==> config.mk <==
export PLATFORM = sky130hd
export DESIGN_NAME = handshake_constant_check
export DESIGN_NICKNAME = d
export VERILOG_FILES = /design/src/rtl/handshake_constant_check.sv
export SDC_FILE = /design/constraint.sdc
export NUM_CORES = 1
export LEC_CHECK = 0
export BUFFER_PORTS_ARGS = -buffer_cell sky130_fd_sc_hd__clkbuf_2
export CAP_MARGIN = 20
export CORE_UTILIZATION = 45
export DETAILED_ROUTE_END_ITERATION = 10
export PLACE_DENSITY_LB_ADDON = 0.05
export SYNTH_ARGS = -nofsm -noshare
export SYNTH_HDL_FRONTEND = slang
export SYNTH_SLANG_ARGS = --single-unit
==> constraint.sdc <==
create_clock -name clk -period 3.05 [get_ports clk]
set_input_delay 0.1525 -clock clk [delete_from_list [all_inputs] [get_ports clk]]
set_output_delay 0.1525 -clock clk [all_outputs]
set_load 0.1 [all_outputs]
==> src/rtl/handshake_constant_check.sv <==
// -----------------------------------------------------------------------------
// handshake_constant_check
//
// Consumes a valid/ready token stream and compares every accepted token
// against a fixed constant. It counts accepted tokens and mismatches, and it
// remembers the first bad token. It can stop accepting after the first
// mismatch, or after a fixed number of tokens.
//
// Parameters
//   DATA_WIDTH  : width of the data token
//   EXPECTED    : reference constant; the low DATA_WIDTH bits are used
//   CNT_WIDTH   : width of tok_count / err_count
//   N_TOKENS    : tokens to accept before entering DONE (0 = unlimited)
//   HALT_ON_ERR : 1 = stop accepting on the first mismatching token
//
// Ports
//   clk        in   single clock, all state on the rising edge
//   rst        in   asynchronous active-low reset
//   clear      in   synchronous restart (zero counters, back to RUN)
//   ins        in   [DATA_WIDTH]  incoming data token
//   ins_valid  in   token present on ins
//   ins_ready  out  checker accepts a token this cycle
//   tok_count  out  [CNT_WIDTH]   tokens accepted (saturating)
//   err_count  out  [CNT_WIDTH]   accepted tokens that mismatched (saturating)
//   err_flag   out  sticky, set on the first mismatch
//   first_bad  out  [DATA_WIDTH]  data of the first mismatching token
//   done       out  high while in DONE
//
// Optional feature
//   HANDSHAKE_CONSTANT_CHECK_THROTTLE_EN : when defined, a toggle register
//   throttles ins_ready to every other cycle while running.
// -----------------------------------------------------------------------------
module handshake_constant_check #(
  parameter int          DATA_WIDTH  = 32,
  parameter logic [31:0] EXPECTED    = 32'h04AA001B,
  parameter int          CNT_WIDTH   = 16,
  parameter int          N_TOKENS    = 0,
  parameter bit          HALT_ON_ERR = 1'b1
) (
  input  logic                  clk,
  input  logic                  rst,
  input  logic                  clear,
  input  logic [DATA_WIDTH-1:0] ins,
  input  logic                  ins_valid,
  output logic                  ins_ready,
  output logic [CNT_WIDTH-1:0]  tok_count,
  output logic [CNT_WIDTH-1:0]  err_count,
  output logic                  err_flag,
  output logic [DATA_WIDTH-1:0] first_bad,
  output logic                  done
);

  typedef enum logic [1:0] {
    RUN  = 2'd0,
    HALT = 2'd1,
    DONE = 2'd2
  } state_t;

  localparam logic [DATA_WIDTH-1:0] EXP_VAL = DATA_WIDTH'(EXPECTED);

  // The token limit only matters if the saturating counter can reach it.
  localparam bit N_TOK_ACTIVE =
    (N_TOKENS > 0) && ((CNT_WIDTH >= 31) || (N_TOKENS < (1 << CNT_WIDTH)));

  // Count value held just before the limiting transfer.
  localparam logic [CNT_WIDTH-1:0] LAST_IDX = CNT_WIDTH'(N_TOKENS - 1);

  state_t state_q;
  state_t state_d;
  logic   started;
  logic   run_ok;
  logic   xfer;
  logic   mismatch;
  logic   done_hit;

  // started holds ins_ready low until the first edge after reset release.
  // Ready therefore depends only on registered state and never on rst directly.
  always_ff @(posedge clk or negedge rst) begin
    if (!rst) begin
      started <= 1'b0;
    end else begin
      started <= 1'b1;
    end
  end

  assign run_ok = (state_q == RUN) && started;

`ifdef HANDSHAKE_CONSTANT_CHECK_THROTTLE_EN
  logic toggle;

  // The toggle restarts at 0 on clear, so the first ready cycle after a
  // restart is always the second one.
  always_ff @(posedge clk or negedge rst) begin
    if (!rst) begin
      toggle <= 1'b0;
    end else if (clear) begin
      toggle <= 1'b0;
    end else if (state_q == RUN) begin
      toggle <= ~toggle;
    end
  end

  assign ins_ready = run_ok & toggle;
`else
  assign ins_ready = run_ok;
`endif

  // clear wins over a simultaneous handshake: that token is neither counted
  // nor checked.
  assign xfer     = ins_valid && ins_ready && !clear;
  assign mismatch = (ins != EXP_VAL);
  assign done_hit = N_TOK_ACTIVE && (tok_count == LAST_IDX);

  always_ff @(posedge clk or negedge rst) begin
    if (!rst) begin
      state_q <= RUN;
    end else begin
      state_q <= state_d;
    end
  end

  // Reaching the token limit takes precedence over halting on a mismatch.
  // The error is still recorded by the counter block.
  always_comb begin
    state_d = state_q;
    case (state_q)
      RUN: begin
        if (xfer) begin
          if (done_hit) begin
            state_d = DONE;
          end else if (HALT_ON_ERR && mismatch) begin
            state_d = HALT;
          end
        end
      end
      HALT:    state_d = HALT;
      DONE:    state_d = DONE;
      default: state_d = RUN;
    endcase
    if (clear) begin
      state_d = RUN;
    end
  end

  // Both counters saturate at all-ones rather than wrapping. first_bad is
  // captured only while err_flag is still clear.
  always_ff @(posedge clk or negedge rst) begin
    if (!rst) begin
      tok_count <= '0;
      err_count <= '0;
      err_flag  <= 1'b0;
      first_bad <= '0;
    end else if (clear) begin
      tok_count <= '0;
      err_count <= '0;
      err_flag  <= 1'b0;
      first_bad <= '0;
    end else if (xfer) begin
      if (tok_count != '1) begin
        tok_count <= tok_count + 1'b1;
      end
      if (mismatch) begin
        if (err_count != '1) begin
          err_count <= err_count + 1'b1;
        end
        if (!err_flag) begin
          err_flag  <= 1'b1;
          first_bad <= ins;
        end
      end
    end
  end

  assign done = (state_q == DONE);

endmodule

# == Word level (Yosys, flattened, before mapping) ==
# Index checks and enable logic that the tools add are counted.
# totals
regBits,68
input_bits,36
output_inout_bits,67
# op_classes
muxes,18
n_reduce_logical,14
n_addsub,2
n_eq_ne,8
# ops
operator,n
two-way mux 32 bit,4
two-way mux 16 bit,7
"adder 16 x 1 -> 16 bit, second input constant",2
"!= test 16 bit, second input constant",2
"!= test 32 x 27 -> 1 bit, second input constant",1
nonzero test 2 bit,4
two-way mux 2 bit,3
"!= test 3 bit, second input constant",2
one-hot mux 2 bit (3 select lines),1
AND reduction 2 bit,3
AND reduction 3 bit,2
logical AND 1 bit,3
two-way mux 1 bit,3
"equality test 2 x 1 -> 1 bit, second input constant",1
"equality test 2 bit, second input constant",1
logical NOT 2 bit,1
"!= test 2 bit, second input constant",1
logical NOT 1 bit,1

# == Depth between registers and ports, before layout ==
# Gate-level depths: netlist (run 1).
# logic_depth
ltp_word,7
depth_mapped,8
mapped_depth_nobuf,6

# == Least setup slack after synthesis (run 1) ==
# No wires, ideal clock.
# synth_path
path_type,flip-flop to flip-flop
from,register state_q[1]
to,register first_bad[0]
slack_ns,0.103
t_required_ns,2.928
stages_incl_launch_ff,9
path_buffers,3
arrival_ns,2.825
setup_ns,0.122
path_cell_list,dfrtp_1 nor3b_2 and2_1 buf_4 a21oi_1 or2_1 buf_2 buf_2 a22o_1
# synth_between
elab_chain_len,6
# synth_lines
item,line,source
"start, declared",68,state_t state_q;
"start signal, assigned",118,state_q <= state_d;
logical NOT 2 bit,86,assign run_ok = (state_q == RUN) && started;
logical AND 1 bit,86,
net ins_ready,45,"output logic ins_ready,"
logical AND 1 bit (2 in series),110,assign xfer = ins_valid && ins_ready && !clear;
nonzero test 2 bit (no line),--,
AND reduction 3 bit (no line),--,
"end signal, assigned",168,first_bad <= ins;
"end, declared",49,"output logic [DATA_WIDTH-1:0] first_bad,"
# The timed path passes the listed nets, and every way through them passes these cells.
# A chain may end at the register's enable or synchronous reset.

# == Worst setup path after layout (run 1) ==
# layout_path
from,register err_count[0]
to,register err_count[7]
# layout_between
elab_chain_len,5
word_cells_on_any_way,8
cone_classes,add/sub (1); eq/ne (1); mux (4); reduce/logical (2)
# layout_lines
item,line,source
"start, declared",47,"output logic [CNT_WIDTH-1:0] err_count,"
"start signal, assigned",164,err_count <= err_count + 1'b1;
adder 16 x 1 -> 16 bit,164,
two-way mux 16 bit,163,if (err_count != '1) begin
two-way mux 16 bit,162,if (mismatch) begin
two-way mux 16 bit,158,end else if (xfer) begin
two-way mux 16 bit,153,end else if (clear) begin
# Several ways; a longest one is shown, not always the timed one. The select of a mux whose other input is x is not followed.

==> results of run 1 <==
==> cells in the final DEF, fill, tap and decap left out, types with 5 or more instances in the layout <==
master and n:
a21oi_1 7, a22o_1 32, buf_4 5, clkbuf_2 101, clkbuf_8 10, dfrtp_1 68
inv_1 7, nand2_1 10, nand3_1 9, nand4_1 8, nor2_1 25, nor3_1 8
o2111ai_1 5, o211ai_1 5, o31ai_1 18, o41ai_1 5, xor2_1 12
==> worst max-delay path, cell delays in order, from the launching register on <==
cell and delay (ns):
dfrtp_1 0.44, ha_1 0.28, nand4_2 0.16, or4_4 0.59
a21oi_4 0.40, nor3_1 0.10, o22ai_1 0.16
==> metrics by stage <==
step / cells / hold WS [ns] / setup WS (ns) / total power [mW]
2_1_floorplan: 295 / -0.143 / 0.103 / 1.22
3_3_place_gp: 480 / 0.271 / 0.939 / 1.31
3_5_place_dp: 480 / 0.273 / 0.865 / 1.31
4_1_cts: 497 / 0.0248 / 0.865 / 2.08
5_1_grt: 497 / 0.0277 / 0.730 / 2.13
6_report: 497 / 0.0362 / 0.851 / 2.05
==> registers in the layout, summed over array words and instances (netlist names) <==
register and cells:
err_count 16, err_flag 1, first_bad 32, started 1, state_q 2, tok_count 16
==> worst max-delay path by stage <==
stage / slack [ns] / endpoint / from / cells after the start
floorplan: 0.10 / first_bad[0] / state_q[1] / 8
global placement: 0.94 / err_count[7] / err_count[0] / 6
detailed placement: 0.87 / err_count[7] / err_count[0] / 6
CTS: 0.87 / err_count[7] / err_count[0] / 6
global route: 0.73 / err_count[7] / err_count[0] / 6
finish: 0.85 / err_count[7] / err_count[0] / 6
==> cells by family after synthesis <==
family                     share of synthesized area
and+or+nand+nor                                0.171
AOI/OAI and AO/OA                              0.215
DFF                                            0.528
buffers and inverters                         0.0388
xor gates and xnor gates                      0.0326
adders and majority gates                    0.00776
muxes                                        0.00621
other                                        0.00116
==> layout make-up <==
cell class | instances | area (um2) | area share
Inverter | 7 | 26.3 | 0.00652
Clock buffer | 11 | 141 | 0.0351
Tap cell | 96 | 120 | 0.0298
Sequential cell | 68 | 1700 | 0.422
Timing Repair Buffer | 109 | 578 | 0.143
Clock inverter | 5 | 60.1 | 0.0149
Multi-Input combinational cell | 201 | 1410 | 0.348
==> Yosys cell counts, types with 7 or more instances <==
master,instances,share of area
dfrtp_1,68,0.53
a22o_1,32,0.087
nor2_1,25,0.029
o31ai_1,18,0.042
xor2_1,12,0.033
buf_2,10,0.016
nand2_1,10,0.012
nand3_1,9,0.014
nand4_1,8,0.016
nor3_1,8,0.012
a21oi_1,7,0.011
inv_1,7,0.0081
==> routing by layer <==
layer | GRT usage | routed length, um
met5 | 0 | 0
met1 | 0.305 | 3650
met3 | 0.0381 | 374
met2 | 0.314 | 3490
met4 | 0.105 | 161
==> power breakdown <==
group | total (mW) | internal (mW) | leakage [nW] | switching [mW]
sequential | 0.944 | 0.926 | 0.936 | 0.0175
clock | 0.759 | 0.403 | 0.0999 | 0.356
combinational | 0.351 | 0.0696 | 0.935 | 0.281
total | 2.05 | 1.40 | 1.97 | 0.654
==> results.txt, run 1 <==
- From synthesis to final layout, the design area changed by 25.0%.
* Run status: finished, final reports clean
* Resized Gates After CTS: 0
- The cell sitting at the root of the clock tree is a clkbuf_8.
- The floorplan step defined a die boundary enclosing 0.00751 mm2.
- In this run the vertical extent of the chip is 86.7 um.
- The number of global-route vias before repair was 2470.
* GRT Overall Usage: 0.214
* Detailed-route via count: 2786
- The final layout contains 434 nets.
- DR iter-0 viols: 192
- HPWL reported at the end of detailed placement: 5270 um
- Measured on the finished design, the core utilization comes to 0.587.
* Htree depth: 3
* Number of different library cells in the post-synthesis netlist: 49
- Total inserted antenna cells: 0
- The first global-routing pass estimated 12400 um of wire.
- Among all flip-flop cells after synthesis, the most frequent one is dfrtp_1.
- Dividing the detail-routed wire length by the instance count gives 15.5 um.
- In the routed layout, each cell is associated on average with a via count of 5.61.
- After routing the design area is 0.00403 mm2.
- Mean cell area of the mapped netlist: 10.9 um2
- Required arrival time at the worst endpoint: 3.32 ns
- GRT Residual Overflow: 0
- Worst-skew pair later-pin latency: 0.34 ns
* Initial antenna violation count: 0
* Max Fclk: 455 MHz
- Clock input transition at the sequential cells of the worst setup and hold paths: 0.08 ns
* Post-synth net total: 333
* Buffers inserted by post-CTS timing repair: 0
* TNS Setup: 0 ns
- Pins Over Slew Limit: 0
- Measured against its own limit, the worst slew margin works out to 0.486.
- Final critical path time including I/O delays and setup: 2.20 ns
- Data on the critical path arrives at its endpoint at 2.47 ns.
- Worst setup path category: reg2reg
* Die Width: 86.7 um
- Pin count of the biggest net entering global routing: 42
- Synthesis produced a netlist whose cell count is 295.
- Total of hold buffers inserted after clock tree synthesis: 1
- Of the cells placed in the final design, the portion with a size suffix greater than 1 is 0.329.
* Class of the tightest hold or removal check: in2reg
* Synth Warn #: 0
- Worst setup skew after layout: 0.0142 ns
* Row count: 30
- Post-detailed-placement cell area: 0.00382 mm2
* Post-synthesis register bit count: 68
- Proportion of register bits with asynchronous set or reset after synthesis: 1.00
* Initial cell density of the core: 0.470
- Post-route DRC violation count: 0
- For this run, the register share of the synthesized area comes to 0.528.
- Cell area power density: 509 mW/mm2
- Max-cap check violation count: 0
- Port buffering added 102 buffers.
* GP Congestion: 0.774
- Counting along the longest clock path gives a buffer depth of 2.
- Number of fill cells: 627
- The number of failing hold endpoints at the final stage came to 0.
* Wire length after detailed routing: 7680 um
- Leakage power of the design: 1.97 nW
* Instance count along the most critical hold path: 2
- Setup repair after global routing left no endpoint under its margin.
* Capture endpoint of the worst hold path: first_bad[3]
- Crit share post-route: 0.721
- In this run the worst path has a maximum fanout of 13.
- The worst hold path begins at ins[3].
* Slew of the pin with the lowest slew margin: 0.771 ns
* Ports placed on the boundary: 103
- The worst register-to-register path begins at err_count[0].
- Final count of negative-setup-slack endpoints: 0
* Cts bufs inserted: 9
- VDD sags by at most 0.000228 V.
- TritonCTS built the clock tree.
* Critical Path Source Type: register
- The clock net in this run drives a total of 68 sinks.
* Critical path endpoint category: register
* Post-synthesis instance area: 0.00323 mm2
* Number of flops mapped to enable cells by yosys: 0
- The endpoint identified for the worst register-to-register timing path is err_count[7].
* Placeable Area: 0.00687 mm2
- The pre-antenna-repair detailed-routing pass consisted of 4 iterations.
* DRT antenna net count: 0
* Setup slack of the most critical reg-to-reg path: 0.85 ns
- The number of cells on the worst reg-to-reg path is 6.
Note: power is estimated with default switching activity, not from simulation.
==> run 2: changes to the inputs <==
==> constraint.sdc (replaced) <==
create_clock -name clk -period 2.27 [get_ports clk]
set_input_delay 0.1135 -clock clk [delete_from_list [all_inputs] [get_ports clk]]
set_output_delay 0.1135 -clock clk [all_outputs]
set_load 0.1 [all_outputs]
==> run 2 against run 1 <==
Against the previous run:
- utilization is 4.2 points higher
- register-to-register slack got worse by 0.71 ns
- combinational power is 44% higher
- die area unchanged
- critical endpoint is now first_bad[25]
- largest power group unchanged
==> results.txt, run 2 (synthesis gave the netlist of run 1 again) <==
- Per-cell routed wire length: 15.2 um (was 15.5 um)
- Placeable Area: 0.00687 mm2 (unchanged)
- Final Instance Area: 0.00432 mm2 (was 0.00403 mm2)
- The effective utilization at floorplan is 0.470 (unchanged).
- The number of top-level pins was 103 (unchanged).
- Htree depth: 3 (unchanged)
* Largest registers: first_bad (32), err_count (16), tok_count (16) (unchanged)
- The overall overflow remaining after global route was 0 (unchanged).
* Relative slew margins: 0.629 (was 0.486)
- Of the available clock period, the critical path in the final layout requires 0.944.
* Number of search-and-repair iterations in the first detailed-routing pass: 4 (unchanged)
* Largest buffer count on any clock path: 2 (unchanged)
- The largest register by flop count is first_bad (unchanged).
* Overall Power: 2.98 mW (was 2.05 mW)
* Cts bufs inserted: 9 (unchanged)
- The number of failing hold endpoints at the final stage was 0 (unchanged).
- Worst-path fanout max: 32 (was 13)
- Buffer type at the clock tree root: clkbuf_8 (unchanged)
- Data arrival time at the worst-slack endpoint: 2.36 ns (was 2.47 ns)
* Row count: 30 (unchanged)
* Critical Path Source Type: primary input (was register)
- Die Width: 86.7 um (unchanged)
- The number of antenna violations at the first check in global routing was 0 (unchanged).
- The class of the tightest hold or removal check is in2reg (unchanged).
- The slew at the pin with the worst max-slew slack came to 0.559 ns (was 0.771 ns).
* Number of fill cells: 599 (was 627)
- The TritonCTS clock tree is done (unchanged).
- Required arrival time at the worst endpoint: 2.49 ns (was 3.32 ns)
- DR iter-0 viols: 114 (was 192)
- Run status: finished, final reports clean (unchanged).
* Pins Over Slew Limit: 0 (unchanged)
- The maximum number of pins on one net before global-route repair is 41 (was 42).
* Vias per Instance: 5.50 (was 5.61)
* IO buf count: 102 (unchanged)
- The final RePlAce weighted congestion is 0.776 (was 0.774).
- Number of sinks on the clock net: 68 (unchanged)
* Max-cap check violation count: 0 (unchanged)
- For the finished layout, the period the worst path requires is 2.14 ns.
- Worst setup path category: in2reg (was reg2reg)
- The number of antenna cells inserted came to 0 (unchanged).
* TNS Setup: 0 ns (unchanged)
* DRT antenna net count: 0 (unchanged)
- Most frequent cells in the layout: clkbuf_2 (101), dfrtp_1 (46), a22o_1 (32) (was clkbuf_2 (101), dfrtp_1 (68), a22o_1 (32))
- Number of global-route vias before repair: 2544 (was 2470)
* Leakage power of the design: 2.05 nW (was 1.97 nW)
- Unrepaired setup endpoints after global routing: no (unchanged).
* Post-detailed-placement cell area: 0.00389 mm2 (was 0.00382 mm2)
- Final count of negative-setup-slack endpoints: 0 (unchanged)
- Number of flip-flops under the largest register name: 32 (unchanged)
- The signed area change from the synthesized netlist to the final layout came to 34.0% (was 25.0%).
- Detailed-route via count: 2851 (was 2786)
- The worst hold-check slack came to 0.0157 ns (was 0.0362 ns).
- End-of-flow core utilization: 0.629 (was 0.587)
- Cell area power density: 689 mW/mm2 (was 509 mW/mm2)
* Worst-skew pair later-pin latency: 0.34 ns (about the same)
- The nature of the critical path endpoint is a register (unchanged).
- Wire length after detailed routing: 7890 um (was 7680 um)
- The first-pass GRT wire length came to 12300 um (was 12400 um).
- Most frequent standard cell in the layout excluding fill and tap cells: clkbuf_2 (unchanged)
- For this run, the top clock speed supported by timing is 467 MHz.
- Clock input transition at the sequential cells of the worst setup and hold paths: 0.08 ns (about the same)
- The count of unresolved DRC violations after routing is 0 (unchanged).
- Die Ht: 86.7 um (unchanged)
- GRT Overall Usage: 0.215 (was 0.214)
* HPWL reported at the end of detailed placement: 5240 um (was 5270 um)
- The worst voltage drop across the vdd grid was 0.000386 V (was 0.000228 V).
- The fraction of layout instances using a drive strength above 1 is 0.389 (was 0.329).
- The post-route clock skew was 0.00922 ns (was 0.0142 ns).
- The total number of nets in the final design is 455 (was 434).
- The area of the die came to 0.00751 mm2 (unchanged).
## run 2: final timing paths
| kind | start | to | slack (ns) | depth (start not counted) |
|---|---|---|---|---|
| min in group asynchronous | rst | err_count[15] | 0.20 | 2 |
| setup / recovery | ins[10] | first_bad[25] | 0.13 | 9 |
| setup reg to reg | err_count[0] | err_count[3] | 0.14 | 6 |
| hold / removal | ins[24] | first_bad[24] | 0.02 | 2 |
| max in group asynchronous | rst | first_bad[23] | 1.36 | 3 |
| hold reg to reg | first_bad[17] | first_bad[17] | 0.51 | 1 |
## run 2: where the power goes
part / internal [mW] / switching, mW
sequential: 1.25 / 0.0238
combinational: 0.121 / 0.386
clock: 0.732 / 0.468
## run 2: area by class of cell
| type | count | area, um2 | share of cell area |
|---|---|---|---|
| inverter | 7 | 26.3 | 0.00608 |
| clock inverter | 6 | 113 | 0.0260 |
| multi-input combinational | 201 | 1420 | 0.329 |
| tap | 96 | 120 | 0.0278 |
| timing repair buffer | 130 | 781 | 0.181 |
| clock buffer | 10 | 128 | 0.0295 |
| sequential | 68 | 1730 | 0.401 |
## run 2: routing by layer
layer	global-route usage	routed length [um]	vias to the layer above
met2	0.336	3650	74
met3	0.0486	326	9
met1	0.293	3810	1393
met4	0.0788	99	0
met5	0	0	-
li1	-	-	1375
## run 2: critical path, stage by stage
cell,delay (ns)
dlygate4sd3_1,0.53
clkbuf_2,0.11
nor4_1,0.46
nand4_1,0.17
nor3_2,0.14
buf_4,0.28
nor4_2,0.07
buf_4,0.26
a22o_1,0.21
## run 2: per-stage QoR
| stage | setup slack [ns] | instances |
|---|---|---|
| after floorplan | -0.232 | 295 |
| after global placement | 0.162 | 483 |
| after detailed placement | 0.114 | 483 |
| after CTS | 0.0936 | 512 |
| after global routing | 0.0299 | 518 |
| final | 0.126 | 518 |
## run 2: repair_timing
item,CTS,global route
setup buffers,0,5
setup endpoints to repair,0,38
hold buffers,13,1
endpoints found under the hold margin,25,1
resized for setup,0,1
